`config.mk`:
```
export PLATFORM = sky130hd
export DESIGN_NAME = fifo_wr_arbiter_flat
export DESIGN_NICKNAME = d
export VERILOG_FILES = /design/src/rtl/fifo_wr_arbiter_if.sv /design/src/rtl/fifo_wr_arbiter.sv /design/src/flat_wrapper.sv
export SDC_FILE = /design/constraint.sdc
export NUM_CORES = 1
export LEC_CHECK = 0
export CAP_MARGIN = 20
export CELL_PAD_IN_SITES_DETAIL_PLACEMENT = 1
export CELL_PAD_IN_SITES_GLOBAL_PLACEMENT = 1
export CORE_MARGIN = 2
export CORE_UTILIZATION = 33
export DETAILED_ROUTE_END_ITERATION = 10
export MAX_ROUTING_LAYER = met4
export PLACE_DENSITY_LB_ADDON = 0.05
export SLEW_MARGIN = 20
export SYNTH_ARGS = -nofsm -noshare
export SYNTH_HDL_FRONTEND = slang
export SYNTH_SLANG_ARGS = --single-unit
```
`constraint.sdc`:
```
create_clock -name wclk -period 3.3 [get_ports wclk]
set_clock_uncertainty 0.15 [all_clocks]
set_input_delay 0.495 -clock wclk [delete_from_list [all_inputs] [get_ports wclk]]
set_output_delay 0.495 -clock wclk [all_outputs]
set_load 0.01 [all_outputs]
```
`src/rtl/fifo_wr_arbiter_if.sv`:
```
// fifo_wr_arbiter_if: requester bundle, FIFO write port and debug outputs of the write arbiter.
// master = requesters/FIFO side, slave = the arbiter.
interface fifo_wr_arbiter_if #(
    parameter int NREQ  = 4,
    parameter int DSIZE = 8
);
    logic [NREQ-1:0]       req_valid;
    logic [NREQ-1:0]       req_last;
    logic [NREQ*DSIZE-1:0] req_data;
    logic [NREQ-1:0]       req_ready;
    logic                  wfull;
    logic                  winc;
    logic [DSIZE-1:0]      wdata;
    logic [NREQ-1:0]       gnt;
    logic                  busy;
    logic [31:0]           wr_count;

    modport master (
        output req_valid, req_last, req_data, wfull,
        input  req_ready, winc, wdata, gnt, busy, wr_count
    );
    modport slave (
        input  req_valid, req_last, req_data, wfull,
        output req_ready, winc, wdata, gnt, busy, wr_count
    );
endinterface

```
`src/rtl/fifo_wr_arbiter.sv`:
```
// fifo_wr_arbiter: round-robin, burst-bounded sharing of the async FIFO write port.
// One cycle of arbitration in IDLE, then up to BURST words from the granted requester.
module fifo_wr_arbiter #(
    parameter int NREQ  = 4,
    parameter int DSIZE = 8,
    parameter int BURST = 4
) (
    input logic              wclk,
    input logic              wrst_n,
    fifo_wr_arbiter_if.slave bus
);
    localparam int IW = $clog2(NREQ);
    localparam logic [0:0] IDLE  = 1'b0;
    localparam logic [0:0] GRANT = 1'b1;

    logic [0:0]      state;
    logic [NREQ-1:0] gnt_q;
    logic [IW-1:0]   last_gnt;
    logic [IW-1:0]   g;
    logic [IW-1:0]   pick;
    logic [7:0]      burst_cnt;
    logic [31:0]     wr_cnt;
    logic [31:0]     cnt_nxt;
    logic            xfer;
    logic            release_gnt;

    // Descending scan: the last hit is the nearest valid requester after last_gnt.
    always_comb begin
        g    = '0;
        pick = '0;
        for (int i = 0; i < NREQ; i++)
            if (gnt_q[i]) g = IW'(i);
        for (int k = NREQ; k >= 1; k--)
            if (bus.req_valid[(int'(last_gnt) + k) % NREQ]) pick = IW'((int'(last_gnt) + k) % NREQ);
    end

    assign xfer        = wrst_n && state == GRANT && bus.req_valid[g] && !bus.wfull;
    assign release_gnt = (xfer && (bus.req_last[g] || burst_cnt == 8'(BURST - 1))) || !bus.req_valid[g];
    assign cnt_nxt     = wr_cnt + 32'(xfer);

    assign bus.req_ready = xfer ? NREQ'(1) << g : '0;
    assign bus.winc      = xfer;
    assign bus.wdata     = |gnt_q ? bus.req_data[g*DSIZE +: DSIZE] : '0;
    assign bus.gnt       = gnt_q;
    assign bus.busy      = state == GRANT;
    assign bus.wr_count  = wr_cnt;

    always_ff @(posedge wclk) begin
        if (!wrst_n) begin
            state     <= IDLE;
            gnt_q     <= '0;
            burst_cnt <= '0;
            wr_cnt    <= '0;
            last_gnt  <= IW'(NREQ - 1);
        end else begin
            wr_cnt <= cnt_nxt;
            if (state == IDLE) begin
                if (|bus.req_valid) begin
                    state     <= GRANT;
                    gnt_q     <= NREQ'(1) << pick;
                    burst_cnt <= '0;
                end
            end else begin
                if (xfer) burst_cnt <= burst_cnt + 8'd1;
                if (release_gnt) begin
                    state    <= IDLE;
                    gnt_q    <= '0;
                    last_gnt <= g;
                end
            end
        end
    end
endmodule

```
`src/flat_wrapper.sv`:
```
// flat-port wrapper written by rule: the top's interface ports become plain ports
module fifo_wr_arbiter_flat 
#(
    parameter int NREQ  = 4,
    parameter int DSIZE = 8,
    parameter int BURST = 4
)
  (wclk, wrst_n, bus_req_valid, bus_req_last, bus_req_data, bus_wfull, bus_req_ready, bus_winc, bus_wdata, bus_gnt, bus_busy, bus_wr_count);
  fifo_wr_arbiter_if #(.NREQ(NREQ), .DSIZE(DSIZE)) bus_i ();
  input logic wclk;
  input logic wrst_n;
  input wire logic [$bits(bus_i.req_valid)-1:0] bus_req_valid;
  input wire logic [$bits(bus_i.req_last)-1:0] bus_req_last;
  input wire logic [$bits(bus_i.req_data)-1:0] bus_req_data;
  input wire logic [$bits(bus_i.wfull)-1:0] bus_wfull;
  output wire logic [$bits(bus_i.req_ready)-1:0] bus_req_ready;
  output wire logic [$bits(bus_i.winc)-1:0] bus_winc;
  output wire logic [$bits(bus_i.wdata)-1:0] bus_wdata;
  output wire logic [$bits(bus_i.gnt)-1:0] bus_gnt;
  output wire logic [$bits(bus_i.busy)-1:0] bus_busy;
  output wire logic [$bits(bus_i.wr_count)-1:0] bus_wr_count;
  assign bus_i.req_valid = bus_req_valid;
  assign bus_i.req_last = bus_req_last;
  assign bus_i.req_data = bus_req_data;
  assign bus_i.wfull = bus_wfull;
  assign bus_req_ready = bus_i.req_ready;
  assign bus_winc = bus_i.winc;
  assign bus_wdata = bus_i.wdata;
  assign bus_gnt = bus_i.gnt;
  assign bus_busy = bus_i.busy;
  assign bus_wr_count = bus_i.wr_count;
  fifo_wr_arbiter #(.NREQ(NREQ), .DSIZE(DSIZE), .BURST(BURST)) u_core (.wclk(wclk), .wrst_n(wrst_n), .bus(bus_i));
endmodule
```
# [After elaboration in Yosys (flattened, before gate mapping)]
# Cells that the tools add are included.
[word_totals] regBits=47 latchBits=0 ramBits=0 mem_bits_ro=0 inputBits=43 output_inout_bits=50 elab_cells=78 mem_count=0
[classes] n_addsub=6 multipliers=0 div_mod_pow=0 order_cmp=5 n_eq_ne=3 shifts=3 muxes=34 n_bitwise=4 n_reduce_logical=18
[ops] operator="$add 32x1->32" count=1
[ops] operator="$mux 8" count=4
[ops] operator="$shiftx 32x6->8" count=1
[ops] operator="$lt 3x4->1 const B" count=4
[ops] operator="$mux 4" count=4
[ops] operator="$mux 1" count=14
[ops] operator="$bmux 1 s2" count=6
[ops] operator="$mux 2" count=6
[ops] operator="$add 8x1->8 const B" count=1
[ops] operator="$eq 8x2->1 const B" count=1
[ops] operator="$reduce_or 2->1" count=4
[ops] operator="$reduce_or 4->1" count=2
[ops] operator="$shl 1x2->4 const A" count=2
[ops] operator="$reduce_and 2->1" count=3
[ops] operator="$add 2x1->2 const B" count=2
[ops] operator="$add 2x2->2 const B" count=2
[ops] operator="$and 1x1->1 const A" count=4
[ops] operator="$logic_and 1x1->1" count=4
[ops] operator="$ne 2x2->1 const B" count=2
[ops] operator="$lt 2x3->1 const B" count=1
[ops] operator="$logic_not 1->1" count=2
[ops] operator="$logic_or 1x1->1" count=2
[ops] operator="$reduce_bool 2->1" count=1

# [Longest topological paths before layout]
# Gate-level depths: netlist of run 1.
[logic_depth] word_depth=13 mapped_depth=11 depth_no_buf=11

# [Worst setup path before layout of run 1]
# Ideal clock, no wire load.
[synth_path] path_kind="reg2reg" start="reg u_core.gnt_q[3], in the netlist u_core.bus.gnt[3]" end="reg u_core.wr_cnt[24], in the netlist u_core.bus.wr_count[24]" setup_time_ps=70 arrival_ps=2844 t_required_ps=3080 setup_slack_ps=236 path_stages_with_launch=12 period_less_slack_ps=3064 cell_sequence="dfxtp_1 > nor2_1 > a221oi_4 > nand2_1 > inv_1 > ha_1 > ha_1 > nand2_1 > nor4_4 > nand2_2 > or3_1 > a21boi_1"
[synth_between] elab_chain_cells=6
[synth_rtl] item="start, declared" line_no="fifo_wr_arbiter.sv:17" rtl="logic [NREQ-1:0] gnt_q;"
[synth_rtl] item="start signal, assigned" line_no="fifo_wr_arbiter.sv:60" rtl="gnt_q <= NREQ'(1) << pick;"
[synth_rtl] item="$mux 2" line_no="fifo_wr_arbiter.sv:32" rtl="if (gnt_q[i]) g = IW'(i);"
[synth_rtl] item="$bmux 1 s2" line_no="fifo_wr_arbiter.sv:37" rtl="assign xfer = wrst_n && state == GRANT && bus.req_valid[g] && !bus.wfull;"
[synth_rtl] item="$mux 1 (implied by the code)" line_no="fifo_wr_arbiter.sv:37"
[synth_rtl] item="$logic_and 1x1->1 (2 in series)" line_no="fifo_wr_arbiter.sv:37"
[synth_rtl] item="named net bus_winc" line_no="flat_wrapper.sv:17" rtl="output wire logic [$bits(bus_i.winc)-1:0] bus_winc;"
[synth_rtl] item="$add 32x1->32" line_no="fifo_wr_arbiter.sv:39" rtl="assign cnt_nxt = wr_cnt + 32'(xfer);"
[synth_rtl] item="end signal, assigned" line_no="fifo_wr_arbiter.sv:56" rtl="wr_cnt <= cnt_nxt;"
[synth_rtl] item="end, declared" line_no="fifo_wr_arbiter.sv:22" rtl="logic [31:0] wr_cnt;"
# The timed path passes the listed nets, and every way through them passes these cells. The select of a mux whose other input is x is not followed.
# A chain may end at the register's enable or synchronous reset.

# [Final worst setup path of run 1]
[layout_path] start="in bus_req_valid[3]" end="out bus_req_ready[0]"
[layout_between] elab_chain_cells=5
[layout_rtl] item="start, declared" line_no="flat_wrapper.sv:12" rtl="input wire logic [$bits(bus_i.req_valid)-1:0] bus_req_valid;"
[layout_rtl] item="$bmux 1 s2" line_no="fifo_wr_arbiter.sv:37"
[layout_rtl] item="$mux 1 (implied by the code)" line_no="fifo_wr_arbiter.sv:37"
[layout_rtl] item="$logic_and 1x1->1 (2 in series)" line_no="fifo_wr_arbiter.sv:37"
[layout_rtl] item="$mux 4" line_no="fifo_wr_arbiter.sv:41" rtl="assign bus.req_ready = xfer ? NREQ'(1) << g : '0;"
[layout_rtl] item="end, declared" line_no="flat_wrapper.sv:16" rtl="output wire logic [$bits(bus_i.req_ready)-1:0] bus_req_ready;"
# No other way between the ends. The select of a mux whose other input is x is not followed.

==> results of run 1 <==
area by class of cell:
| cell class | instances | area [µm²] |
|---|---|---|
| clock inverters | 3 | 22.5 |
| repair buffers | 111 | 1060 |
| flip-flops and latches | 47 | 941 |
| multi-input cells | 241 | 1620 |
| inverters | 10 | 37.5 |
| clock buffers | 5 | 68.8 |
| fillers | 915 | 3850 |
| well taps | 102 | 128 |
layer usage:
metal | routed length (µm) | track usage | share of wire
met1 | 3670 | 0.235 | 0.47
met3 | 352 | 0.0306 | 0.045
met5 | 0 | - | 0
met2 | 3790 | 0.317 | 0.48
met4 | 79 | 0.0471 | 0.010
synthesized netlist by cell type, types with 2 or more instances:
master,number,area [µm²]
sky130_fd_sc_hd__a211oi_1,2,15.0
sky130_fd_sc_hd__a21boi_1,2,15.0
sky130_fd_sc_hd__a21oi_1,19,95.1
sky130_fd_sc_hd__a22oi_1,10,75.1
sky130_fd_sc_hd__and2_1,26,163
sky130_fd_sc_hd__and3_1,6,37.5
sky130_fd_sc_hd__and3_2,2,15.0
sky130_fd_sc_hd__buf_2,2,10.0
sky130_fd_sc_hd__clkbuf_1,9,33.8
sky130_fd_sc_hd__clkbuf_2,2,10.0
sky130_fd_sc_hd__dfxtp_1,47,941
sky130_fd_sc_hd__ha_1,3,37.5
sky130_fd_sc_hd__inv_1,10,37.5
sky130_fd_sc_hd__mux2i_1,4,40.0
sky130_fd_sc_hd__nand2_1,20,75.1
sky130_fd_sc_hd__nand2b_1,17,106
sky130_fd_sc_hd__nand3_1,17,85.1
sky130_fd_sc_hd__nand4_1,6,37.5
sky130_fd_sc_hd__nand4_4,2,42.5
sky130_fd_sc_hd__nor2_1,14,52.6
sky130_fd_sc_hd__nor2b_1,3,18.8
sky130_fd_sc_hd__nor3_1,7,35.0
sky130_fd_sc_hd__nor4_1,2,12.5
sky130_fd_sc_hd__nor4_4,2,42.5
sky130_fd_sc_hd__o211ai_1,6,45.0
sky130_fd_sc_hd__o21a_1,2,15.0
sky130_fd_sc_hd__o21ai_0,15,75.1
sky130_fd_sc_hd__o2bb2ai_1,2,17.5
sky130_fd_sc_hd__o311ai_0,2,17.5
sky130_fd_sc_hd__o31ai_1,5,37.5
sky130_fd_sc_hd__or3_1,2,12.5
sky130_fd_sc_hd__xnor2_1,17,149
sky130_fd_sc_hd__xor2_1,9,78.8
sequential cells by signal, summed over array words and instances (netlist names):
name                 flops
u_core.bus.gnt           4
u_core.burst_cnt         8
u_core.bus.busy          1
u_core.bus.wr_count     32
u_core.last_gnt          2
where the power goes:
| part | internal (mW) | switching [mW] | leakage, nW |
|---|---|---|---|
| logic | 0.165 | 0.137 | 1.05 |
| registers | 0.578 | 0.0157 | 0.380 |
| clock network | 0.154 | 0.212 | 0.0489 |
| total | 0.897 | 0.364 | 1.48 |
worst paths after layout:
path	startpoint	endpoint	slack, ns	depth (start not counted)
min	u_core.burst_cnt[1]$_SDFFE_PN0P_	u_core.burst_cnt[1]$_SDFFE_PN0P_	0.33	2
max	bus_req_valid[3]	bus_req_ready[0]	0.25	8
max reg2reg	u_core.bus.gnt[3]$_SDFFE_PN0P_	u_core.bus.wr_count[24]$_SDFF_PN0_	0.43	12
min reg2reg	u_core.burst_cnt[1]$_SDFFE_PN0P_	u_core.burst_cnt[1]$_SDFFE_PN0P_	0.33	2
stage by stage:
step / total power, mW / hold slack, ns / worst slack [ns] / instance area, µm²
after floorplan: 0.745 / 0.296 / 0.236 / 2650
after global placement: 0.906 / 0.311 / 0.119 / 3780
after detailed placement: 0.911 / 0.323 / 0.0740 / 3780
after CTS: 1.28 / 0.336 / 0.0315 / 3870
after global routing: 1.34 / 0.347 / 0.106 / 3880
final: 1.26 / 0.330 / 0.246 / 3880
kinds of logic (layout without fill, tap and decap cells):
group           after synthesis  count (layout)  share of synthesized area
simple gates                136             136                      0.308
compound gates               71              71                      0.182
flops                        47              47                      0.356
xor+xnor                     26              26                     0.0861
buf+inv                      23             129                     0.0345
mux                           5               5                     0.0194
fa+ha+maj                     3               3                     0.0142
critical path, delay by kind of cell:
family                 cells  cell delay (ns)
buffers and inverters      5             1.34
AOI/OAI and AO/OA          1             0.29
and+or+nand+nor            2             0.28
what timing repair did:
action                     4_1_cts  5_1_grt
resized for setup                0        1
hold buffers                     0        0
setup endpoints to repair        0        8
==> load_flow_metrics.sql, run 1 <==
INSERT INTO impl_metrics (metric_group, metric, value, unit) VALUES
('critical_path', 'crit_path_top_delay_cell', 'sky130_fd_sc_hd__clkdlybuf4s50_1', ''),
('final_layout', 'post_layout_nonfiller_instances', '519', ''),
('timing', 'rsz0062_at_grt', 'no', ''),
('hold_path', 'hp-class', 'reg2reg', ''),
('critical_path', 'max_stage_delay', '0.53', 'ns'),
('routing', 'drt_pre_antenna_iters', '4', ''),
('routing', 'dr.first_iter.drc_count', '82', ''),
('clocking', 'clockBufferDepth', '2', ''),
('placed_design', 'post-dp-hpwl', '5980', 'µm'),
('critical_path', 'critical_path_peak_fanout', '4', ''),
('floorplanning', 'start_util', '0.342', ''),
('timing', 'endpoints_failing_hold', '0', ''),
('critical_path', 'crit_type', 'in2out', ''),
('power_and_ir_drop', 'ir_drop', '0.236', 'mV'),
('yosys', 'ys_ff_latch', '47', ''),
('final_layout', 'top_library_cells_by_usage_in_the_layout_fill_and_taps_aside', 'sky130_fd_sc_hd__clkdlybuf4s50_1 (92), sky130_fd_sc_hd__dfxtp_1 (47), sky130_fd_sc_hd__and2_1 (26), sky130_fd_sc_hd__nand2_1 (20)', ''),
('yosys', 'ys_seq_area_frac', '0.356', ''),
('timing', 'worst_slew_pin_slew', '0.699', 'ns'),
('timing', 'layout_worst_path_cycle_share', '0.925', ''),
('final_layout', 'layout_stage_area_growth_over_the_synthesis_result', '46.5', '%'),
('critical_path', 'critical_path_required', '2.65', 'ns'),
('timing', 'max_freq', '327', 'MHz'),
('routing', 'antenna_left', '0', ''),
('global_route', 'grt_pass1_vias', '2785', ''),
('outcome', 'outcome', 'complete, no violations', ''),
('global_route', 'maximum_number_of_pins_on_one_net_before_global_route_repair', '47', ''),
('routing', 'wirelength', '7900', 'µm'),
('timing', 'max_slew_margin_vs_limit', '0.529', ''),
('yosys', 'yosys_most_used_dff', 'sky130_fd_sc_hd__dfxtp_1', ''),
('global_route', 'grt_pass1_wl', '13000', 'µm'),
('yosys', 'number_of_distinct_library_cell_variants_in_the_gate_level_netlist_after_synthesis', '50', ''),
('clocking', 'worst_setup_hold_path_clk_slew', '0.09', 'ns'),
('critical_path', 'crit_path_end_kind', 'primary output', ''),
('routing', 'viasPerCell', '5.05', ''),
('final_layout', 'insertedDiodeCount', '0', ''),
('job', 'max_cap_violations', '0', ''),
('global_route', 'initial_antenna_violation_count', '0', ''),
('yosys', 'post_synth_inst_count', '311', ''),
('routing', 'num_vias', '2621', ''),
('placed_design', 'portBuffers', '92', ''),
('placed_design', 'placed_cells_incl_taps', '511', ''),
('floorplanning', 'fp.dieW', '93.5', 'µm'),
('power_and_ir_drop', 'power.static_leakage', '1.48', 'nW'),
('floorplanning', 'die_area', '0.00875', 'mm²'),
('floorplanning', 'num_rows', '32', ''),
('clocking', 'clock_insertion_delay_at_the_later_pin_of_the_skew_report', '0.30', 'ns'),
('yosys', 'syn-cell-area', '0.00265', 'mm²'),
('yosys', 'synthArstFlopShare', '0', ''),
('timing', 'period_needed', '3.05', 'ns'),
('clocking', 'cts_htree_levels', '2', ''),
('final_layout', 'finish.utilization', '0.502', ''),
('final_layout', 'post_route_cells_drive_above_1_share', '0.0959', ''),
('critical_path', 'arrival', '2.41', 'ns'),
('clocking', 'cts.repair_timing.setup_buffer_count', '0', ''),
('timing', 'setup-tns-final', '0', 'ns'),
('final_layout', 'mostFrequentLayoutCell', 'sky130_fd_sc_hd__clkdlybuf4s50_1', ''),
('final_layout', 'num-nets-final', '462', ''),
('floorplanning', 'floorplan.core_area', '0.00773', 'mm²'),
('timing', 'setup_violations', '0', ''),
('global_route', 'grt.total_usage', '0.188', ''),
('clocking', 'numCtsBuffers', '5', ''),
('placed_design', 'routability_cong', '0.808', ''),
('timing', 'final-max-slew-violation-count', '0', ''),
('clocking', 'clock-sinks', '47', ''),
('clocking', 'clk_root_buffer_cell', 'sky130_fd_sc_hd__clkbuf_8', ''),
('critical_path', 'cp-start-kind', 'input pin', ''),
('global_route', 'grt-ovfl-total', '0', ''),
('yosys', 'yosysWarningCount', '0', ''),
('routing', 'post_drt_wl_per_cell', '15.2', 'µm'),
('floorplanning', 'ioPinCount', '93', ''),
('power_and_ir_drop', 'powerDensity', '325', 'mW/mm²'),
('clocking', 'tritoncts', 'yes', ''),
('routing', 'remaining_drc_errors', '0', ''),
('yosys', 'synthesis.area_per_instance', '8.50', 'µm²'),
('yosys', 'synth_edf_count', '0', ''),
('floorplanning', 'die_y', '93.5', 'µm'),
('critical_path', 'timing.critical_path.cells', 'clkdlybuf4s50_1 -> inv_1 -> a221oi_4 -> nand2_1 -> inv_1 -> buf_4 -> and3_1 -> clkdlybuf4s50_1', ''),
('yosys', 'synth_fp_nets', '357', '');
No activity file was read; power rests on OpenSTA's default activity.
==> run 2, diff against run 1 <==
MAX_ROUTING_LAYER = default   (was met4)
clock period = 2.85 ns   (was 3.3 ns; I/O delays follow)
==> load_flow_metrics.sql, run 2 (synthesis gave the netlist of run 1 again) <==
INSERT INTO impl_metrics (metric_group, metric, value, unit) VALUES
('critical_path', 'arrival', '2.15', 'ns'),
('timing', 'rsz0062_at_grt', 'yes', ''),
('clocking', 'cts_htree_levels', '2', ''),
('hold_path', 'hold_start', 'u_core.bus.gnt[0]$_SDFFE_PN0P_', ''),
('clocking', 'clk_root_buffer_cell', 'sky130_fd_sc_hd__clkbuf_8', ''),
('clocking', 'ctsHoldBuffers', '0', ''),
('clocking', 'tritoncts', 'yes', ''),
('critical_path', 'regToRegSetupSlack', '0.37', 'ns'),
('timing', 'endpoints_failing_hold', '0', ''),
('hold_path', 'hp-class', 'reg2reg', ''),
('final_layout', 'area.sequential', '947', 'µm²'),
('floorplanning', 'ioPinCount', '93', ''),
('critical_path', 'regToRegEndpoint', 'u_core.bus.wr_count[24]$_SDFF_PN0_', ''),
('critical_path', 'max_stage_delay', '0.53', 'ns'),
('floorplanning', 'fp.dieW', '93.5', 'µm'),
('clocking', 'clock-sinks', '47', ''),
('outcome', 'outcome', 'complete, no violations', ''),
('global_route', 'grt.total_usage', '0.184', ''),
('final_layout', 'largest_register_ffs', '32', ''),
('routing', 'dr.first_iter.drc_count', '44', ''),
('power_and_ir_drop', 'power.static_leakage', '1.53', 'nW'),
('clocking', 'numCtsBuffers', '5', ''),
('final_layout', 'layout_stage_area_growth_over_the_synthesis_result', '50.0', '%'),
('hold_path', 'timing.hold.worst_path_depth', '2', ''),
('placed_design', 'portBuffers', '92', ''),
('power_and_ir_drop', 'ir_drop', '0.145', 'mV'),
('routing', 'drt_pre_antenna_iters', '4', ''),
('critical_path', 'critical_path_peak_fanout', '6', ''),
('timing', 'final-max-slew-violation-count', '0', ''),
('global_route', 'initial_antenna_violation_count', '0', ''),
('routing', 'remaining_drc_errors', '0', ''),
('routing', 'wirelength', '7850', 'µm'),
('routing', 'post_drt_wl_per_cell', '15.0', 'µm'),
('global_route', 'maximum_number_of_pins_on_one_net_before_global_route_repair', '47', ''),
('hold_path', 'hold_end', 'u_core.bus.gnt[0]$_SDFFE_PN0P_', ''),
('timing', 'layout_worst_path_cycle_share', '0.958', ''),
('routing', 'viasPerCell', '5.06', ''),
('final_layout', 'multiInputGateArea', '0.00166', 'mm²'),
('timing', 'worst_slew_pin_slew', '0.518', 'ns'),
('placed_design', 'routability_cong', '0.728', ''),
('clocking', 'worst_setup_hold_path_clk_slew', '0.08', 'ns'),
('critical_path', 'reg2reg_depth', '12', ''),
('critical_path', 'crit_top_cell', 'sky130_fd_sc_hd__clkdlybuf4s50_1', ''),
('job', 'max_cap_violations', '0', ''),
('routing', 'num_vias', '2654', ''),
('power_and_ir_drop', 'powerDensity', '361', 'mW/mm²'),
('timing', 'period_needed', '2.73', 'ns'),
('floorplanning', 'start_util', '0.342', ''),
('final_layout', 'finish.utilization', '0.513', ''),
('floorplanning', 'die_y', '93.5', 'µm'),
('clocking', 'clock_insertion_delay_at_the_later_pin_of_the_skew_report', '0.30', 'ns'),
('power_and_ir_drop', 'totalPowerFinal', '1.43', 'mW'),
('routing', 'antenna_left', '0', ''),
('final_layout', 'num-nets-final', '469', ''),
('critical_path', 'path_delay_family', 'buffers and inverters', ''),
('clocking', 'clockBufferDepth', '2', ''),
('final_layout', 'insertedDiodeCount', '0', ''),
('critical_path', 'crit_type', 'in2out', ''),
('timing', 'setup_violations', '0', ''),
('critical_path', 'crit_path_top_delay_cell', 'sky130_fd_sc_hd__clkdlybuf4s50_1', ''),
('global_route', 'grt_pass1_vias', '2741', ''),
('critical_path', 'cp-start-kind', 'input pin', ''),
('critical_path', 'rr_startpoint', 'u_core.bus.gnt[2]$_SDFFE_PN0P_', ''),
('critical_path', 'worst-path-stages', '6', ''),
('global_route', 'grt-ovfl-total', '0', ''),
('final_layout', 'mostFrequentLayoutCell', 'sky130_fd_sc_hd__clkdlybuf4s50_1', ''),
('floorplanning', 'die_area', '0.00875', 'mm²'),
('critical_path', 'critical_path_required', '2.27', 'ns'),
('floorplanning', 'floorplan.core_area', '0.00773', 'mm²'),
('timing', 'max_freq', '366', 'MHz'),
('floorplanning', 'num_rows', '32', ''),
('critical_path', 'critical_path.n_buffers_inverters', '3', ''),
('final_layout', 'top_library_cells_by_usage_in_the_layout_fill_and_taps_aside', 'sky130_fd_sc_hd__clkdlybuf4s50_1 (89), sky130_fd_sc_hd__dfxtp_1 (44), sky130_fd_sc_hd__and2_1 (26), sky130_fd_sc_hd__buf_4 (23), sky130_fd_sc_hd__a21oi_1 (19)', ''),
('global_route', 'grt_pass1_wl', '13100', 'µm'),
('timing', 'max_slew_margin_vs_limit', '0.654', ''),
('critical_path', 'timing.critical_path.cells', 'clkdlybuf4s50_1 -> mux2i_1 -> a221oi_4 -> buf_4 -> and3_1 -> clkdlybuf4s50_1', ''),
('final_layout', 'fillerInstances', '918', ''),
('critical_path', 'crit_path_end_kind', 'primary output', ''),
('placed_design', 'post-dp-hpwl', '5920', 'µm'),
('final_layout', 'post_route_cells_drive_above_1_share', '0.130', '');
## run 2: how the worst max path moves through the flow
| stage | to | slack, ns | start |
|---|---|---|---|
| after floorplan | u_core.bus.wr_count[24]$_SDFF_PN0_ | 0.02 | u_core.bus.gnt[3]$_SDFFE_PN0P_ |
| after global placement | u_core.bus.wr_count[24]$_SDFF_PN0_ | -0.23 | bus_req_valid[3] |
| after detailed placement | u_core.bus.wr_count[24]$_SDFF_PN0_ | -0.27 | bus_req_valid[3] |
| after CTS | u_core.bus.wr_count[24]$_SDFF_PN0_ | 0.03 | bus_req_valid[3] |
| after global routing | u_core.bus.wr_count[24]$_SDFF_PN0_ | -0.009 | bus_req_valid[1] |
| final | bus_req_ready[2] | 0.12 | bus_req_valid[0] |
## run 2: cell type report
type,count,area share
clock buffer,5,0.0173
sequential,47,0.239
tap,102,0.0322
multi-input combinational,241,0.418
clock inverter,1,0.00189
timing repair buffer,118,0.283
inverter,10,0.00946
## run 2: metrics by stage
stage	TNS [ns]	area, µm²	setup WS, ns	cells	hold slack [ns]
CTS	0	3910	0.0289	522	0.331
detailed placement	-3.54	3840	-0.271	516	0.318
finish	0	3970	0.121	524	0.327
global route	-0.00861	3970	-0.00861	524	0.358
floorplan	0	2660	0.0234	311	0.296
global placement	-2.74	3840	-0.234	516	0.309
## run 2: routing by layer
layer	global-route usage	up-vias	part of all wire
met5	0	-	0
met4	0.0471	0	0.0094
met3	0.0314	6	0.044
met2	0.325	55	0.50
met1	0.233	1267	0.45
li1	-	1326	-
## run 2: where the power goes
| part | switching [mW] | internal (mW) | leakage [nW] |
|---|---|---|---|
| clock | 0.221 | 0.163 | 0.0361 |
| combinational | 0.168 | 0.198 | 1.11 |
| sequential | 0.0133 | 0.670 | 0.381 |
| total | 0.402 | 1.03 | 1.53 |
## run 2: worst min-delay path: stages (launching register included)
cell                      delay [ns]
sky130_fd_sc_hd__dfxtp_1        0.32
sky130_fd_sc_hd__nand2_1        0.06
sky130_fd_sc_hd__o31ai_1        0.06
## run 2: repair_timing
action,4_1_cts,5_1_grt
gates resized for setup,2,10
setup endpoints to repair,2,22
cloned,0,1
pin swaps,0,3
setup buffers,0,1
==> run 3, diff against run 2 <==
TNS_END_PERCENT = 1   (was default)
==> results of run 3 <==
The final DEF is identical to that of run 2; final timing and power are the same.
